$ cat src/rtl/alu_ctrl_pkg.sv
// Shared opcode/condition encodings, FSM states and decode helpers for the
// ALU control sequencer.
package alu_ctrl_pkg;

  localparam int OP_W = 4;

  localparam logic [OP_W-1:0] OP_NOP = 4'd0;
  localparam logic [OP_W-1:0] OP_MOV = 4'd1;
  localparam logic [OP_W-1:0] OP_ADD = 4'd2;
  localparam logic [OP_W-1:0] OP_ADC = 4'd3;
  localparam logic [OP_W-1:0] OP_SUB = 4'd4;
  localparam logic [OP_W-1:0] OP_SBC = 4'd5;
  localparam logic [OP_W-1:0] OP_AND = 4'd6;
  localparam logic [OP_W-1:0] OP_OR  = 4'd7;
  localparam logic [OP_W-1:0] OP_XOR = 4'd8;
  localparam logic [OP_W-1:0] OP_NOT = 4'd9;
  localparam logic [OP_W-1:0] OP_SHL = 4'd10;
  localparam logic [OP_W-1:0] OP_SHR = 4'd11;
  localparam logic [OP_W-1:0] OP_ROL = 4'd12;
  localparam logic [OP_W-1:0] OP_ROR = 4'd13;
  localparam logic [OP_W-1:0] OP_CMP = 4'd14;
  localparam logic [OP_W-1:0] OP_RSV = 4'd15;

  localparam logic [2:0] COND_ALWAYS = 3'd0;
  localparam logic [2:0] COND_Z      = 3'd1;
  localparam logic [2:0] COND_NZ     = 3'd2;
  localparam logic [2:0] COND_C      = 3'd3;
  localparam logic [2:0] COND_NC     = 3'd4;
  localparam logic [2:0] COND_N      = 3'd5;
  localparam logic [2:0] COND_NN     = 3'd6;
  localparam logic [2:0] COND_P      = 3'd7;

  typedef enum logic [2:0] {
    S_IDLE  = 3'd0,
    S_LOAD  = 3'd1,
    S_CHECK = 3'd2,
    S_EXEC  = 3'd3,
    S_DONE  = 3'd4
  } state_t;

  // Shifts/rotates run as repeated single-bit ALU passes.
  function automatic logic is_shift(input logic [OP_W-1:0] op);
    return (op == OP_SHL) || (op == OP_SHR) || (op == OP_ROL) || (op == OP_ROR);
  endfunction

  // NOP and the reserved code never reach EXEC.
  function automatic logic is_nop(input logic [OP_W-1:0] op);
    return (op == OP_NOP) || (op == OP_RSV);
  endfunction

  // Single-pass ops: everything but MOV updates flags.
  function automatic logic writes_flags(input logic [OP_W-1:0] op);
    return (op != OP_MOV);
  endfunction

  // Single-pass ops: CMP only sets flags, result is discarded.
  function automatic logic writes_acc(input logic [OP_W-1:0] op);
    return (op != OP_CMP);
  endfunction

  // Carry-in captured at CHECK; carry-consuming ops take the live C flag.
  function automatic logic cin_for(input logic [OP_W-1:0] op, input logic c);
    logic r;
    r = 1'b0;
    if ((op == OP_SUB) || (op == OP_CMP)) r = 1'b1;
    else if ((op == OP_ADC) || (op == OP_SBC)) r = c;
    return r;
  endfunction

endpackage

$ cat src/rtl/alu_sequencer_cond_eval.sv
// Condition-code evaluator: checks a 3-bit condition against the C/N/P/Z flags.
module cond_eval
  import alu_ctrl_pkg::*;
(
  input  logic [2:0] cond,
  input  logic       c,
  input  logic       n,
  input  logic       p,
  input  logic       z,
  output logic       pass
);

  // Pure decode of the condition table.
  always_comb begin
    pass = 1'b0;
    case (cond)
      COND_ALWAYS: pass = 1'b1;
      COND_Z:      pass = z;
      COND_NZ:     pass = ~z;
      COND_C:      pass = c;
      COND_NC:     pass = ~c;
      COND_N:      pass = n;
      COND_NN:     pass = ~n;
      COND_P:      pass = p;
      default:     pass = 1'b0;
    endcase
  end

endmodule

$ cat src/rtl/alu_sequencer.sv
// Control FSM in front of the ALU datapath: one command at a time, operand
// load, condition check, single or repeated ALU passes, completion pulse.
module alu_sequencer
  import alu_ctrl_pkg::*;
#(
  parameter int OP_WIDTH  = 4,
  parameter int CNT_WIDTH = 3
) (
  input  logic                 clk,
  input  logic                 rst,
  input  logic                 cmd_valid,
  output logic                 cmd_ready,
  input  logic [OP_WIDTH-1:0]  cmd_op,
  input  logic [2:0]           cmd_cond,
  input  logic [CNT_WIDTH-1:0] cmd_cnt,
  input  logic                 flag_c,
  input  logic                 flag_n,
  input  logic                 flag_p,
  input  logic                 flag_z,
  output logic                 ld_a,
  output logic                 ld_b,
  output logic [OP_WIDTH-1:0]  alu_sel,
  output logic                 alu_cin,
  output logic                 wr_acc,
  output logic                 enaf,
  output logic                 busy,
  output logic                 done,
  output logic                 skipped
);

  state_t               state, state_nxt;
  logic [OP_WIDTH-1:0]  op_q;
  logic [2:0]           cond_q;
  logic [CNT_WIDTH-1:0] cnt_q;
  logic                 cin_q;
  logic                 skip_q;
  logic                 pass;
  logic                 accept;
  logic                 shift_op;
  logic                 zero_cnt;
  logic                 last_pass;

  assign accept    = cmd_valid & cmd_ready;
  assign shift_op  = is_shift(op_q);
  assign zero_cnt  = (cnt_q == '0);
  assign last_pass = (cnt_q == CNT_WIDTH'(1));

  cond_eval u_cond (
    .cond (cond_q),
    .c    (flag_c),
    .n    (flag_n),
    .p    (flag_p),
    .z    (flag_z),
    .pass (pass)
  );

  // State register.
  always_ff @(posedge clk) begin
    if (rst) state <= S_IDLE;
    else     state <= state_nxt;
  end

  // Command latch, CHECK-time captures and the shift repeat counter.
  always_ff @(posedge clk) begin
    if (rst) begin
      op_q   <= '0;
      cond_q <= '0;
      cnt_q  <= '0;
      cin_q  <= 1'b0;
      skip_q <= 1'b0;
    end else begin
      if (accept) begin
        op_q   <= cmd_op;
        cond_q <= cmd_cond;
        cnt_q  <= cmd_cnt;
      end
      if (state == S_CHECK) begin
        // Frozen here: later flag movement must not change the outcome.
        cin_q  <= cin_for(op_q, flag_c);
        skip_q <= ~pass | (shift_op & zero_cnt);
      end
      if ((state == S_EXEC) && shift_op && !zero_cnt)
        cnt_q <= cnt_q - CNT_WIDTH'(1);
    end
  end

  // Next-state decode.
  always_comb begin
    state_nxt = state;
    case (state)
      S_IDLE:  if (accept) state_nxt = S_LOAD;
      S_LOAD:  state_nxt = S_CHECK;
      S_CHECK: begin
        if (!pass || (shift_op && zero_cnt) || is_nop(op_q)) state_nxt = S_DONE;
        else                                                 state_nxt = S_EXEC;
      end
      S_EXEC:  if (!shift_op || last_pass) state_nxt = S_DONE;
      S_DONE:  state_nxt = S_IDLE;
      default: state_nxt = S_IDLE;
    endcase
  end

  // Output decode from registered state; everything forced low during reset.
  always_comb begin
    cmd_ready = 1'b0;
    ld_a      = 1'b0;
    ld_b      = 1'b0;
    alu_sel   = OP_WIDTH'(OP_NOP);
    alu_cin   = 1'b0;
    wr_acc    = 1'b0;
    enaf      = 1'b0;
    busy      = 1'b0;
    done      = 1'b0;
    skipped   = 1'b0;
    if (!rst) begin
      busy = (state != S_IDLE);
      case (state)
        S_IDLE: cmd_ready = 1'b1;
        S_LOAD: begin
          ld_a = 1'b1;
          ld_b = 1'b1;
        end
        S_EXEC: begin
          alu_sel = op_q;
          if (shift_op) begin
            wr_acc = 1'b1;
            enaf   = last_pass;
          end else begin
            alu_cin = cin_q;
            wr_acc  = writes_acc(op_q);
            enaf    = writes_flags(op_q);
          end
        end
        S_DONE: begin
          done    = 1'b1;
          skipped = skip_q;
        end
        default: ;
      endcase
    end
  end

endmodule

$ cat config.mk
export PLATFORM = sky130hd
export DESIGN_NAME = alu_sequencer
export DESIGN_NICKNAME = d
export VERILOG_FILES = /design/src/rtl/alu_ctrl_pkg.sv /design/src/rtl/alu_sequencer_cond_eval.sv /design/src/rtl/alu_sequencer.sv
export SDC_FILE = /design/constraint.sdc
export NUM_CORES = 1
export LEC_CHECK = 0
export CAP_MARGIN = 20
export CORE_UTILIZATION = 40
export CTS_CLUSTER_SIZE = 12
export DETAILED_ROUTE_END_ITERATION = 16
export PLACE_DENSITY_LB_ADDON = 0.12
export SETUP_SLACK_MARGIN = 0.15
export SLEW_MARGIN = 10
export SYNTH_ARGS = -nofsm -noshare
export SYNTH_HDL_FRONTEND = slang
export SYNTH_SLANG_ARGS = --single-unit
$ cat constraint.sdc
create_clock -name clk -period 1.91 [get_ports clk]
set_input_delay 0.382 -clock clk [delete_from_list [all_inputs] [get_ports clk]]
set_output_delay 0.382 -clock clk [all_outputs]
set_load 0.1 [all_outputs]
==> summary.txt <==
Die
  – Die width: 51.9 um
  – Die height: 51.9 um
  – Die area: 2690 um^2
  – I/O Pins: 30
  – Core area: 2280 um^2
  – Starting Density: 0.437
  – Site row count: 17

Timing
  – Fin crit share: 0.989
  – Final critical-path required period: 1.89 ns
  – Final Max Slew Viols: 0
  – Final hold violations: 0
  – Fmax: 0.529 GHz
  – Worst slew margin: 0.725
  – RSZ-0062 raised after global routing: yes
  – Clock skew: 0.00211 ns
  – Slew @ Worst Pin: 0.412 ns
  – Hold WS: 0.452 ns
  – Final setup viols: 0

Routing
  – Initial DRC Count: 11
  – First-pass DRT Iterations: 4
  – Drt drc: 0
  – Final ANT Viol Nets: 0
  – Routed WL: 2.52 mm
  – Vias per std cell: 5.36
  – Routed length per instance: 13.0 um
  – Vias: 1039

Logic synthesis
  – Synth Flop Type: dfxtp_1
  – Synth Area per Inst: 8.15 um^2
  – Distinct cell type count after synthesis: 46
  – Post-synthesis sequential area ratio: 0.302
  – Ys Warns: 0
  – EDFF count, synth: 0
  – Post-synthesis register bit count: 15
  – Synth Instances: 122
  – Async SR Flop Fraction: 0
  – Syn Nets: 142
  – Netlist Area Pre-Place: 995 um^2

Clock tree
  – Clock slew at reported path FFs: 0.09 ns
  – H-tree levels: 1
  – TritonCTS Buffers: 3
  – CTS Hold Bufs: 0
  – Clk buf depth: 2
  – CTS tree: yes
  – Clock latency on the worst-skew pair: 0.28 ns
  – CTS Sinks: 15
  – Clk root buf: clkbuf_4

Layout
  – Layout cell share with drive strength beyond 1: 0.404
  – Final Util: 0.760
  – Syn-to-layout area delta: 74.0%
  – Net count, final: 187
  – Most common cell after layout, fill and taps aside: clkdlybuf4s50_1
  – Commonest cells after routing, fill and taps aside: clkdlybuf4s50_1 (15), nand2_1 (14), buf_12 (14), buf_4 (13), dfxtp_1 (10)
  – FF+latch area: 307 um^2
  – Fillcell total: 147
  – Multi-input logic area: 758 um^2
  – Antenna diodes: 0

Placed design
  – PortBufs: 29
  – Final Wtd Congestion: 0.766
  – DP Wirelength: 1.86 mm

Pwr
  – Worst IR Drop VDD: 0.669 mV
  – Leakage Power: 0.661 nW
  – PwrDens: 822 nW/um^2

Worst hold path
  – Min-Delay Path Class: input pin to flip-flop
  – Worst Hold End: state[2]$_SDFFE_PP0P_
  – Hold depth: 3
  – Worst hold start: rst

Critical path
  – Worst EP arrival: 1.51 ns
  – Reg2Reg Depth: 4
  – Max FO, Critical Path: 6
  – Worst setup EP type: output port
  – CP Cell Sequence: and3b_2, nor2b_4, buf_6, and3_4, buf_12
  – WS Path Type: flip-flop to output port
  – Critical R2R Launch: cond_q[1]$_SDFFE_PP0P_
  – Critical path launch point type: flip-flop
  – Worst flop-to-flop path endpoint: state[0]$_SDFFE_PP0P_
  – Slowest stage delay, CP: 0.33 ns
  – Slowest CP cell: dfxtp_2
  – R2R Setup Slk: 0.26 ns
  – Req. time, crit path: 1.53 ns

GRT
  – Initial antenna violation count: 0
  – Tot GR Track Use: 0.221
  – Number of global-route vias before repair: 980
  – Wire length of the first global-routing pass: 4.43 mm
  – Grt total ovfl: 0
  – Largest net degree at the start of global routing: 17

Flow run
  – Max-cap viol count: 0

Status
  – Status: complete, no violations
cells in the mapped netlist, types with 2 or more instances:
cell type | instances | area [um^2]
ha_1 | 3 | 37.5
clkbuf_1 | 3 | 11.3
nand4_1 | 2 | 12.5
or3_1 | 2 | 12.5
a211oi_1 | 2 | 15.0
nor3_1 | 2 | 10.0
nand3_1 | 4 | 20.0
buf_2 | 3 | 15.0
o21ai_0 | 4 | 20.0
nand2b_1 | 8 | 50.1
dfxtp_1 | 15 | 300
inv_1 | 4 | 15.0
a2bb2oi_1 | 2 | 17.5
a21oi_1 | 3 | 15.0
nand2_1 | 14 | 52.6
or2b_1 | 2 | 15.0
buf_4 | 2 | 15.0
and2_1 | 5 | 31.3
nor2b_1 | 3 | 18.8
a31oi_1 | 3 | 18.8
nor2_1 | 6 | 22.5
o21ai_1 | 5 | 25.0
nor4b_1 | 2 | 17.5
sequential cells by signal, indices dropped and copies added, names as in the netlist:
signal	cells
cond_q	3
state	3
cin_q	1
skip_q	1
cnt_q	3
op_q	4
layout make-up:
class                      instances  area share
tap                               28      0.0202
sequential                        15       0.177
timing repair buffer              48       0.341
clock buffer                       4      0.0152
multi-input combinational         95       0.438
inverter                           4     0.00868
repair_timing:
| action | CTS | global route |
|---|---|---|
| setup buffers | 4 | 1 |
| pin swaps | 5 | 2 |
| endpoints found under the setup margin | 13 | 15 |
| gates resized for setup | 17 | 6 |
worst max path at each step:
stage	startpoint	end	slack (ns)
after floorplan	rst	ld_b	-0.62
after global placement	rst	ld_a	-0.11
after detailed placement	rst	skipped	-0.13
after CTS	op_q[3]$_SDFFE_PP0P_	enaf	0.03
after global routing	op_q[3]$_SDFFE_PP0P_	enaf	-0.04
final	state[2]$_SDFFE_PP0P_	alu_cin	0.02
worst max-delay path, delay by kind of cell (launching register included):
| kind | cells | cell delay [ns] |
|---|---|---|
| buffers and inverters | 2 | 0.30 |
| and+or+nand+nor | 3 | 0.60 |
| DFF | 1 | 0.33 |
cell families after synthesis:
logic type                 count (synthesis)  share of synthesized area
DFF                                       15                      0.302
muxes                                      3                     0.0327
AOI/OAI and AO/OA                         27                      0.189
and+or+nand+nor                           61                      0.366
buffers and inverters                     12                     0.0566
adders and majority gates                  3                     0.0377
xor gates and xnor gates                   1                     0.0164
where the power goes:
group / leakage [nW] / internal [mW] / switching, mW
Clock: 0.0150 / 0.0810 / 0.106
Sequential: 0.125 / 0.370 / 0.0670
Combinational: 0.522 / 0.381 / 0.419
Total: 0.661 / 0.832 / 0.591
per-stage QoR:
stage | TNS (ns) | power, mW | std cells | worst slack (ns) | area (um^2)
global placement | -0.760 | 1.12 | 185 | -0.108 | 1600
global route | -0.0799 | 1.51 | 194 | -0.0422 | 1730
detailed placement | -1.01 | 1.14 | 185 | -0.134 | 1600
finish | 0 | 1.42 | 194 | 0.0206 | 1730
floorplan | -5.04 | 0.906 | 122 | -0.619 | 1130
CTS | 0 | 1.39 | 193 | 0.0327 | 1700
per-layer routing:
layer  share of wire  vias up  wire [um]  global-route usage
li1                -      526          -                   -
met1            0.43      487       1080               0.265
met2            0.53       22       1340               0.395
met3           0.022        4         56              0.0263
met4           0.014        0         35              0.0811
met5               0        -          0                   0
Note: power is estimated with default switching activity, not from simulation.
==> patch: new RTL, same settings <==
Reset style: asynchronous (`rst`), changed in 2 clocked blocks.
--- a/src/rtl/alu_sequencer.sv
+++ b/src/rtl/alu_sequencer.sv
@@ -56,5 +56,5 @@
 
   // State register.
-  always_ff @(posedge clk) begin
+  always_ff @(posedge clk or posedge rst) begin
     if (rst) state <= S_IDLE;
     else     state <= state_nxt;
@@ -62,5 +62,5 @@
 
   // Command latch, CHECK-time captures and the shift repeat counter.
-  always_ff @(posedge clk) begin
+  always_ff @(posedge clk or posedge rst) begin
     if (rst) begin
       op_q   <= '0;
Formal check against the unedited RTL: same outputs for any inputs over 10 cycles, from zero or initial values and one cycle with rst high; that may be too few to reach the edited logic, so the function may still have changed.
==> patch against the original RTL <==
Fmax shrank 0.88%; final area is 5.4% higher; sequential cell count unchanged; area after synthesis rose by 2.3%; global-route usage is 2.7 points higher; die area increased by 2.2%; routed wire length rose by 18%; setup slack worse by 0.017 ns; synthesized cell count shrank 2.5%; count of clock-buffer cells in the layout unchanged; highest routed layer unchanged.
Power is not compared: it rests on default switching activity, and its combinational part moved more than twofold at a synthesized area within 25%.
==> patch: results (changes against the original RTL) <==
stage;metric;value;unit;change
outcome;status;finished clean;;
sta;Rel. slew slack;0.803;;+0.0783
logic_synthesis;Syn Nets;139;;-2.1%
cts;clock latency at the later pin of the worst-skew pair;0.29;ns;
sta;Clock Skews;0.00142;ns;-0.000694 ns
final_layout;Top reg by flops;op_q;;
logic_synthesis;mux share of post-synthesis cell area;0.0541;;+0.0214
logic_synthesis;Post-Synth Adder-Cell Area;0.0369;;-0.000835
final_layout;clock-cell share of area;0.0144;;-0.000771
placed_design;Placed Area;1610;um2;+0.55%
final_layout;count of flip-flops and latches;15;;unchanged
routing;average wire per standard cell;14.6;um;+13%
routing;Detailed Route Iter0 Violations;25;;+14
routing;Vias;1093;;+5.2%
placed_design;HPWL after DPL;2120;um;+14%
routing;wire length on met3;154;um;+180%
logic_synthesis;Post-synth top cells;28 x nand2_1, 15 x dfrtp_1, 7 x inv_1, 7 x nor2_1, 5 x and3_1;;
final_layout;Signal buf overhead;0.364;;+0.0232
grt;M2 GR Usage;0.428;;+0.0330
final_layout;FF/Latch Area;383;um2;+25%
critical_path;reg2reg end;cnt_q[1];;
final_layout;fillers;150;;+2.0%
routing;vias per cell;5.41;;+1.0%
placed_design;Placed Cells incl. Taps;183;;-1.1%
critical_path;slowest stage delay, CP;0.50;ns;+0.17 ns
sta;hold_ws;0.483;ns;+0.0304 ns
logic_synthesis;asr flop ratio synth;1.00;;+1.00
final_layout;final net count;195;;+4.3%
logic_synthesis;register area share after synthesis;0.369;;+0.0671
final_layout;layout cells sized above 1;0.437;;+0.0332
grt;largest net degree at the start of global routing;10;;-7
final_layout;n_diodes;0;;unchanged
cts;H-tree depth;1;;unchanged
final_layout;Plain + repair buffers;59;;+23%
worst_hold_path;HP Class;in -> async;;
logic_synthesis;compound-gate portion of the synthesized area;0.140;;-0.0485
final_layout;area of the multi-input gates;684;um2;-9.7%
final_layout;comb_multi_in;89;;-6.3%
logic_synthesis;Synth Area in XOR/XNOR;0.0160;;-0.000362
logic_synthesis;synth unique cells;37;;-20%
final_layout;inverters;7;;+3
grt;met1 GRT Util;0.304;;+0.0384
logic_synthesis;top cells by area, synth;dfrtp_1 37%, nand2_1 10%, ha_1 3.7%;;
critical_path;critical path's top delay family;flip-flops;;
routing;Metal-1 WL;1220;um;+12%
logic_synthesis;Mapped Avg Cell Area;8.55;um2;+4.8%
grt;grt met3 use;0.0261;;-0.000229
cts;# resized after CTS;21;;+4
power;combinational power share;0.661;;
critical_path;critical path arrival;1.52;ns;
critical_path;reg2reg path depth;6;;+2
grt;first-pass GRT wire length;4920;um;+11%
cts;Post CTS Setup Buffer Count;11;;+7
routing;metal2 WL;1530;um;+14%
logic_synthesis;Post-synth top flop;dfrtp_1;;
critical_path;reg2reg start;state[0];;
critical_path;Max Fanout on Critical Path;7;;+1
grt;number of global-route vias before repair;1041;;+6.2%
grt;All-Layer GR Usage;0.247;;+0.0265
## patch: cell types whose count changed in the layout (fill, tap and decap cells not counted), moves of 4 or more
cell,before,now
nand2b_1,8,3
dfrtp_2,0,6
buf_4,13,25
dfxtp_1,10,0
nand2_1,14,27
dfrtp_1,0,9
o21ai_1,8,1
dfxtp_2,5,0
nand3_1,4,0
## patch: worst max-delay path by stage
stage | start | end | slack [ns] | depth (start not counted)
2_1_floorplan | state[1] | cnt_q[1] | -0.61 | 5
3_3_place_gp | rst | skipped | -0.08 | 5
3_5_place_dp | rst | skipped | -0.09 | 5
4_1_cts | state[0] | skipped | -0.004 | 4
5_1_grt | state[2] | enaf | -0.05 | 5
6_report | op_q[2] | enaf | 0.004 | 4
## patch: per-stage QoR
| stage | setup slack (ns) | utilization |
|---|---|---|
| after floorplan | -0.611 | - |
| after global placement | -0.0810 | 0.702 |
| after detailed placement | -0.0922 | 0.702 |
| after CTS | -0.00414 | 0.775 |
| after global routing | -0.0497 | 0.794 |
| final | 0.00379 | 0.794 |
